`config.mk`:
```
export PLATFORM = sky130hd
export DESIGN_NAME = input_buffer_v2
export DESIGN_NICKNAME = d
export VERILOG_FILES = /design/src/rtl/input_buffer_v2.sv
export SDC_FILE = /design/constraint.sdc
export NUM_CORES = 2
export LEC_CHECK = 0
export CORE_ASPECT_RATIO = 1.2
export CORE_MARGIN = 4
export CORE_UTILIZATION = 35
export DETAILED_ROUTE_END_ITERATION = 8
export SLEW_MARGIN = 20
export SYNTH_ARGS = -nofsm -noshare
export SYNTH_HDL_FRONTEND = slang
export SYNTH_SLANG_ARGS = --single-unit
```
`constraint.sdc`:
```
create_clock -name clk -period 12.77 [get_ports clk]
set_input_delay 2.554 -clock clk [delete_from_list [all_inputs] [get_ports clk]]
set_output_delay 2.554 -clock clk [all_outputs]
set_load 0.05 [all_outputs]
```
`src/rtl/input_buffer_v2.sv`:
```
// Input buffer: FIFO of full-width words, popped into a registered packet array two cycles after a read.
// Optional almost-full output enabled by defining INBUF_ALMOST_FULL_EN.
module input_buffer_v2 #(
    parameter int NUM_UNITS     = 4,
    parameter int W             = 4,
    parameter int PACKET_LENGTH = 8,
    parameter int DEPTH         = 16,
    parameter int AFULL_THRESH  = 12,
    localparam int DATA_W       = NUM_UNITS * W * PACKET_LENGTH,
    localparam int CNT_W        = $clog2(DEPTH + 1),
    localparam int PTR_W        = $clog2(DEPTH)
) (
    input  logic              clk,
    input  logic              rst_n,
    input  logic              flush,
    input  logic              inbuf_wr_req,
    input  logic [DATA_W-1:0] inbuf_wr_data,
    output logic              inbuf_full,
    input  logic              cntl_inbuf_rd_req,
    output logic              inbuf_empty,
    output logic [CNT_W-1:0]  inbuf_count,
    output logic              inbuf_dout_val,
    output logic [DATA_W-1:0] inbuf_dout,
    output logic              inbuf_err_ovf,
    output logic              inbuf_err_udf
`ifdef INBUF_ALMOST_FULL_EN
    ,
    output logic              inbuf_afull
`endif
);

    localparam logic [CNT_W-1:0] DEPTH_C = CNT_W'(DEPTH);

    if (DEPTH < 2 || (DEPTH & (DEPTH - 1)) != 0 || AFULL_THRESH > DEPTH) begin : g_bad_param
        $error("input_buffer_v2: DEPTH must be a power of two >= 2 and AFULL_THRESH <= DEPTH");
    end

    logic [DATA_W-1:0] r_mem [DEPTH];
    logic [DATA_W-1:0] r_mem_q;
    logic [PTR_W-1:0]  r_wr_ptr;
    logic [PTR_W-1:0]  r_rd_ptr;
    logic [CNT_W-1:0]  r_count;
    logic              r_rd_stg1;
    logic              r_dout_val;
    logic [DATA_W-1:0] r_dout;
    logic              r_err_ovf;
    logic              r_err_udf;

    logic              w_full;
    logic              w_empty;
    logic              w_wr_acc;
    logic              w_rd_acc;
    logic              w_wr_en;
    logic              w_rd_en;
    logic [CNT_W-1:0]  w_count_nxt;
    logic [DATA_W-1:0] w_unpacked;

    // Flags come from registered count only, so requests never loop back into full/empty.
    assign w_full   = (r_count == DEPTH_C);
    assign w_empty  = (r_count == '0);
    assign w_wr_acc = inbuf_wr_req && !w_full;
    assign w_rd_acc = cntl_inbuf_rd_req && !w_empty;
    assign w_wr_en  = rst_n && !flush && w_wr_acc;
    assign w_rd_en  = rst_n && !flush && w_rd_acc;

    always_comb begin
        w_count_nxt = r_count;
        case ({w_wr_acc, w_rd_acc})
            2'b10:   w_count_nxt = r_count + 1'b1;
            2'b01:   w_count_nxt = r_count - 1'b1;
            default: w_count_nxt = r_count;
        endcase
    end

    always_comb begin
        w_unpacked = '0;
        for (int u = 0; u < NUM_UNITS; u++) begin
            for (int j = 0; j < W; j++) begin
                w_unpacked[(u*W+j)*PACKET_LENGTH +: PACKET_LENGTH] =
                    r_mem_q[(u*W+j)*PACKET_LENGTH +: PACKET_LENGTH];
            end
        end
    end

    // Storage and the memory output register carry no reset.
    always_ff @(posedge clk) begin
        if (w_wr_en) begin
            r_mem[r_wr_ptr] <= inbuf_wr_data;
        end
        if (w_rd_en) begin
            r_mem_q <= r_mem[r_rd_ptr];
        end
    end

    always_ff @(posedge clk) begin
        if (!rst_n) begin
            r_wr_ptr   <= '0;
            r_rd_ptr   <= '0;
            r_count    <= '0;
            r_rd_stg1  <= 1'b0;
            r_dout_val <= 1'b0;
            r_dout     <= '0;
            r_err_ovf  <= 1'b0;
            r_err_udf  <= 1'b0;
        end else if (flush) begin
            r_wr_ptr   <= '0;
            r_rd_ptr   <= '0;
            r_count    <= '0;
            r_rd_stg1  <= 1'b0;
            r_dout_val <= 1'b0;
        end else begin
            if (w_wr_acc) begin
                r_wr_ptr <= r_wr_ptr + 1'b1;
            end
            if (w_rd_acc) begin
                r_rd_ptr <= r_rd_ptr + 1'b1;
            end
            r_count    <= w_count_nxt;
            r_rd_stg1  <= w_rd_acc;
            r_dout_val <= r_rd_stg1;
            if (r_rd_stg1) begin
                r_dout <= w_unpacked;
            end
            if (inbuf_wr_req && w_full) begin
                r_err_ovf <= 1'b1;
            end
            if (cntl_inbuf_rd_req && w_empty) begin
                r_err_udf <= 1'b1;
            end
        end
    end

`ifdef INBUF_ALMOST_FULL_EN
    localparam logic [CNT_W-1:0] AFULL_C = CNT_W'(AFULL_THRESH);
    logic r_afull;

    always_ff @(posedge clk) begin
        if (!rst_n || flush) begin
            r_afull <= 1'b0;
        end else begin
            r_afull <= (w_count_nxt >= AFULL_C);
        end
    end

    assign inbuf_afull = r_afull;
`endif

    assign inbuf_full     = w_full;
    assign inbuf_empty    = w_empty;
    assign inbuf_count    = r_count;
    assign inbuf_dout_val = r_dout_val;
    assign inbuf_dout     = r_dout;
    assign inbuf_err_ovf  = r_err_ovf;
    assign inbuf_err_udf  = r_err_udf;

endmodule
```
---- After elaboration in Yosys (flattened, before gate mapping) ----
Memories as Yosys holds them, arrays and structs flattened. A register that Yosys moved wholly into a read port is not among the register bits.
Index checks and enable logic that the tools add are counted.
operators by class
  bitwise operators ....................... 2
  muxes and demuxes ....................... 3
  equal/unequal tests ..................... 3
  add/sub/neg operators ................... 4
  reduce and logical (&&, ||, !) cells .... 16
operators with widths
  cell                   count
  $pmux W5 S2            1
  $add A4 B1 Y4 const B  2
  $logic_and A1 B1 Y1    7
  $reduce_and A2 Y1      3
  $add A5 B1 Y5 const B  1
  $eq A5 B5 Y1 const B   1
  $logic_not A5 Y1       1
  $sub A5 B1 Y5 const B  1
  $logic_not A1 Y1       3
  $eq A2 B1 Y1 const B   1
  $eq A2 B2 Y1 const B   1
  $mux W1                2
  $not A1 Y1             2
  $reduce_bool A2 Y1     1
  $reduce_or A2 Y1       1
storage, ports and cells
  RAM bits ................................ 2,048
  output and inout port bits .............. 138
  bits in registers ....................... 145
  memories kept ........................... 1
memory list
  name   depth  width  rd ports  clocked after memory_dff  wr ports  RTL line  text
  r_mem  16     128    1         1                         1         38        logic [DATA_W-1:0] r_mem [DEPTH];

---- Longest topological paths before layout ----
  depth in word-level cells ............... 6
  mapped depth ............................ 10
  gate-level depth less buffers ........... 9

---- Worst setup path after synthesis ----
OpenSTA, ideal clock, no wires.
  path kind ............................... input port to flip-flop
  start ................................... input inbuf_wr_req
  end ..................................... memory r_mem[1][0] (netlist bit), enable pin
  arrival time ............................ 11.869 ns
  library setup time ...................... 0.771 ns
  path buffers ............................ 0
  setup slack ............................. 0.130 ns
  cell stages on the path ................. 4
  path through ............................ inv_1 > a21oi_1 > nand3_1 > nor3_1
on the way
  longest elaborated chain between the ends .. 4
RTL lines
  element                        RTL line  text
  start, declared                16        input logic inbuf_wr_req,
  $logic_and A1 B1 Y1            61        assign w_wr_acc = inbuf_wr_req && !w_full;
  $logic_and A1 B1 Y1            63        assign w_wr_en = rst_n && !flush && w_wr_acc;
  $mux W1                        87        if (w_wr_en) begin
  $mux W1 (implied by the code)  88        r_mem[r_wr_ptr] <= inbuf_wr_data;
  end, declared                  38
Every way passes these cells.

---- Final worst setup path ----
  start ................................... input flush
  end ..................................... memory r_mem[0][55] (netlist bit), enable pin
on the way
  longest elaborated chain between the ends .. 5
RTL lines
  element                            RTL line  text
  start, declared                    15        input logic flush,
  $logic_not A1 Y1                   63
  $logic_and A1 B1 Y1 (2 in series)  63
  $mux W1                            87
  $mux W1 (implied by the code)      88
Every way passes these cells.

==> out/results.txt <==
Post-CTS resize count - 0
Clk sinks - 2321
Worst R2R Start - r_rd_ptr[0]$_SDFFE_PP0P_
Fmax - 178.0 MHz
Placed cell count - 7260
Worst-Margin Slew - 1.144 ns
# rows - 198
Final wirelength - 200.6 mm
Crit path DAT - 6.07 ns
Drt first-iter violations - 3266
Post-synthesis cell area - 85820 um^2
Clock Root Buffer - clkbuf_16
CP endpoint kind - register
Area after DPL - 92350 um^2
Min cycle time layout - 5.618 ns
Yosys warns - 0
Die ar. - 253200 um^2
Fin cells - 7672
CP Class - in -> reg
Die Ht - 550.4 um
Status - complete, no violations
Tcrit/Tclk final - 0.4399
# Max-Cap Violations - 0
Hold buffer count at CTS - 0
Final Hold Vio Count - 0
Power Density - 151.5 nW/um^2
Max Transition Viols Final - 0
Leak - 29.83 nW
ANT nets after route - 0
Layout fillers - 21198
Clk buf depth - 3
Startpoint types - primary input
Fin Setup TNS - 0 ns
Hold path start - inbuf_dout[115]$_SDFFE_PN0P_
Post-DR vias/cell - 5.175
Unrepaired setup endpoints after global routing - no
Mapped Cells - 3938
Required @ worst endpoint - 13.22 ns
Final setup violation count - 0
Number of synthesized register bits - 2321
Fin area - 99450 um^2
Layout area overhead - 15.88%
Post-synth cell types - 37
Top FF cell, synth - edfxtp_1
EDFF count, synth - 2176
Most frequent cells in the layout - 2176 x edfxtp_1, 512 x mux4_2, 363 x nand2_1
Port bufs - 270
Via count - 39704
IO Pins - 271
Async SR Flop Fraction - 0
Largest net degree at the start of global routing - 129
Routed WL per cell - 26.15 um
Hold slack - 0.4636 ns
CP Max Fanout - 54
Sequential fraction of the synthesis area - 0.7953
Syn nets - 4081
Finished Core Util - 0.4088
RD Place Congestion - 0.7231
CTS tree - yes
H-Tree Level Count - 4
Proportion of layout cells with a drive suffix above 1 - 0.2081
Design Power - 15.06 mW
HPWL Detailed - 109.8 mm
DRC - 0
Peak supply drop - 0.1409 mV
CORE AREA - 243300 um^2
Setup ws final - 7.152 ns
Register Area - 68260 um^2
GRT Total Usage - 0.1568
Area of the multi-input gates - 16680 um^2
Slew HR - 0.2346
Place WS - 6.274 ns
Layout Nets - 4421
Commonest non-fill, non-tap cell in the layout - edfxtp_1
DR pass1 iterations - 5
Post-CTS setup buffer count - 0
Flop-to-flop setup slack - 8.13 ns
Crit. Startpoint - flush
Hold Path Class - reg -> reg
First-pass GRT wire length - 293.5 mm
Starting Density - 0.3527
Die width - 460.0 um
Antenna violations before repair - 44
Vias in the first global route - 41687
Clock transition at the registers of the reported paths - 0.06 ns
Clock buffer count from CTS - 216
Worst-Skew Late Latency - 0.86 ns
Syn_area_per_cell - 21.79 um^2
Grt total ovfl - 0
Worst Clk Skew - 0.05964 ns
## cells by family (layout without fill, tap and decap cells)
logic type                 count (synthesis)  count (layout)  share of synthesized area
muxes                                    521             521                     0.1354
buffers and inverters                    230             752                    0.01235
AOI/OAI and AO/OA                        399             399                    0.03396
xor gates and xnor gates                   7               7                  0.0007144
adders and majority gates                 10              10                   0.001546
and+or+nand+nor                          450             450                    0.02076
other                                      0              12                          0
DFF                                     2321            2321                     0.7953
## worst max-delay path, cell delays in order
cell	delay, ns
clkdlybuf4s50_1	0.59
nor2b_1	0.62
nand3_1	0.43
nor3_2	0.20
buf_4	0.82
buf_4	0.76
## cell type report
type                       count  area share
sequential                  2321      0.6864
multi-input combinational   1387      0.1677
clock buffer                 274     0.05790
tap                         3200     0.04026
timing repair buffer         345     0.03411
clock inverter               126     0.01311
antenna                       12   0.0003020
inverter                       7   0.0002642
## sequential cells by signal, indices dropped and copies added, names as in the netlist
name	flops
r_wr_ptr	4
r_mem	2048
inbuf_dout	128
inbuf_err_ovf	1
inbuf_count	5
r_rd_ptr	4
inbuf_err_udf	1
r_rd_stg1	1
r_mem_q	128
inbuf_dout_val	1
## metal layers
layer / wire (um) / track usage / vias to the layer above / share of wire
met3: 9854 / 0.02727 / 278 / 0.049
li1: - / - / 17003 / -
met2: 105200 / 0.2762 / 1029 / 0.52
met5: 34 / 0 / - / 0.00017
met1: 81860 / 0.2010 / 21388 / 0.41
met4: 3629 / 0.04068 / 6 / 0.018
## worst paths after layout
kind | cells after the start | to
min | 2 | inbuf_dout[115]$_SDFFE_PN0P_
min reg2reg | 2 | inbuf_dout[115]$_SDFFE_PN0P_
max reg2reg | 6 | r_mem_q[59]$_DFFE_PP_
max | 6 | r_mem[0][55]$_DFFE_PP_
## power by group
| group | internal, mW | leakage, nW | switching [mW] |
|---|---|---|---|
| combinational | 0.131 | 5.66 | 0.211 |
| sequential | 8.34 | 20.7 | 0.0123 |
| clock | 3.57 | 3.42 | 2.80 |
| total | 12.0 | 29.8 | 3.02 |
## synth_stat cells (2+ instances only)
cell type | instances | area (um^2)
edfxtp_1 | 2176 | 65340
mux4_2 | 512 | 11530
nand2_1 | 363 | 1363
a22oi_1 | 204 | 1531
dfxtp_1 | 145 | 2903
a21boi_0 | 128 | 960.9
clkbuf_1 | 123 | 461.7
nor2_1 | 48 | 180.2
o22ai_1 | 46 | 287.8
buf_4 | 34 | 255.2
buf_1 | 31 | 116.4
buf_2 | 31 | 155.2
a21oi_1 | 10 | 50.05
ha_1 | 9 | 112.6
mux2i_1 | 9 | 90.09
nand3_1 | 9 | 45.04
inv_1 | 7 | 26.28
nand2b_1 | 7 | 43.79
nor2b_1 | 6 | 37.54
nor3_1 | 5 | 25.02
buf_6 | 4 | 45.04
o211ai_1 | 4 | 30.03
xor2_1 | 4 | 35.03
and2_1 | 3 | 18.77
or4_1 | 3 | 22.52
xnor2_1 | 3 | 26.28
a211oi_1 | 2 | 15.01
o21a_1 | 2 | 15.01
or2_2 | 2 | 12.51
(Power assumes the default switching activity.)
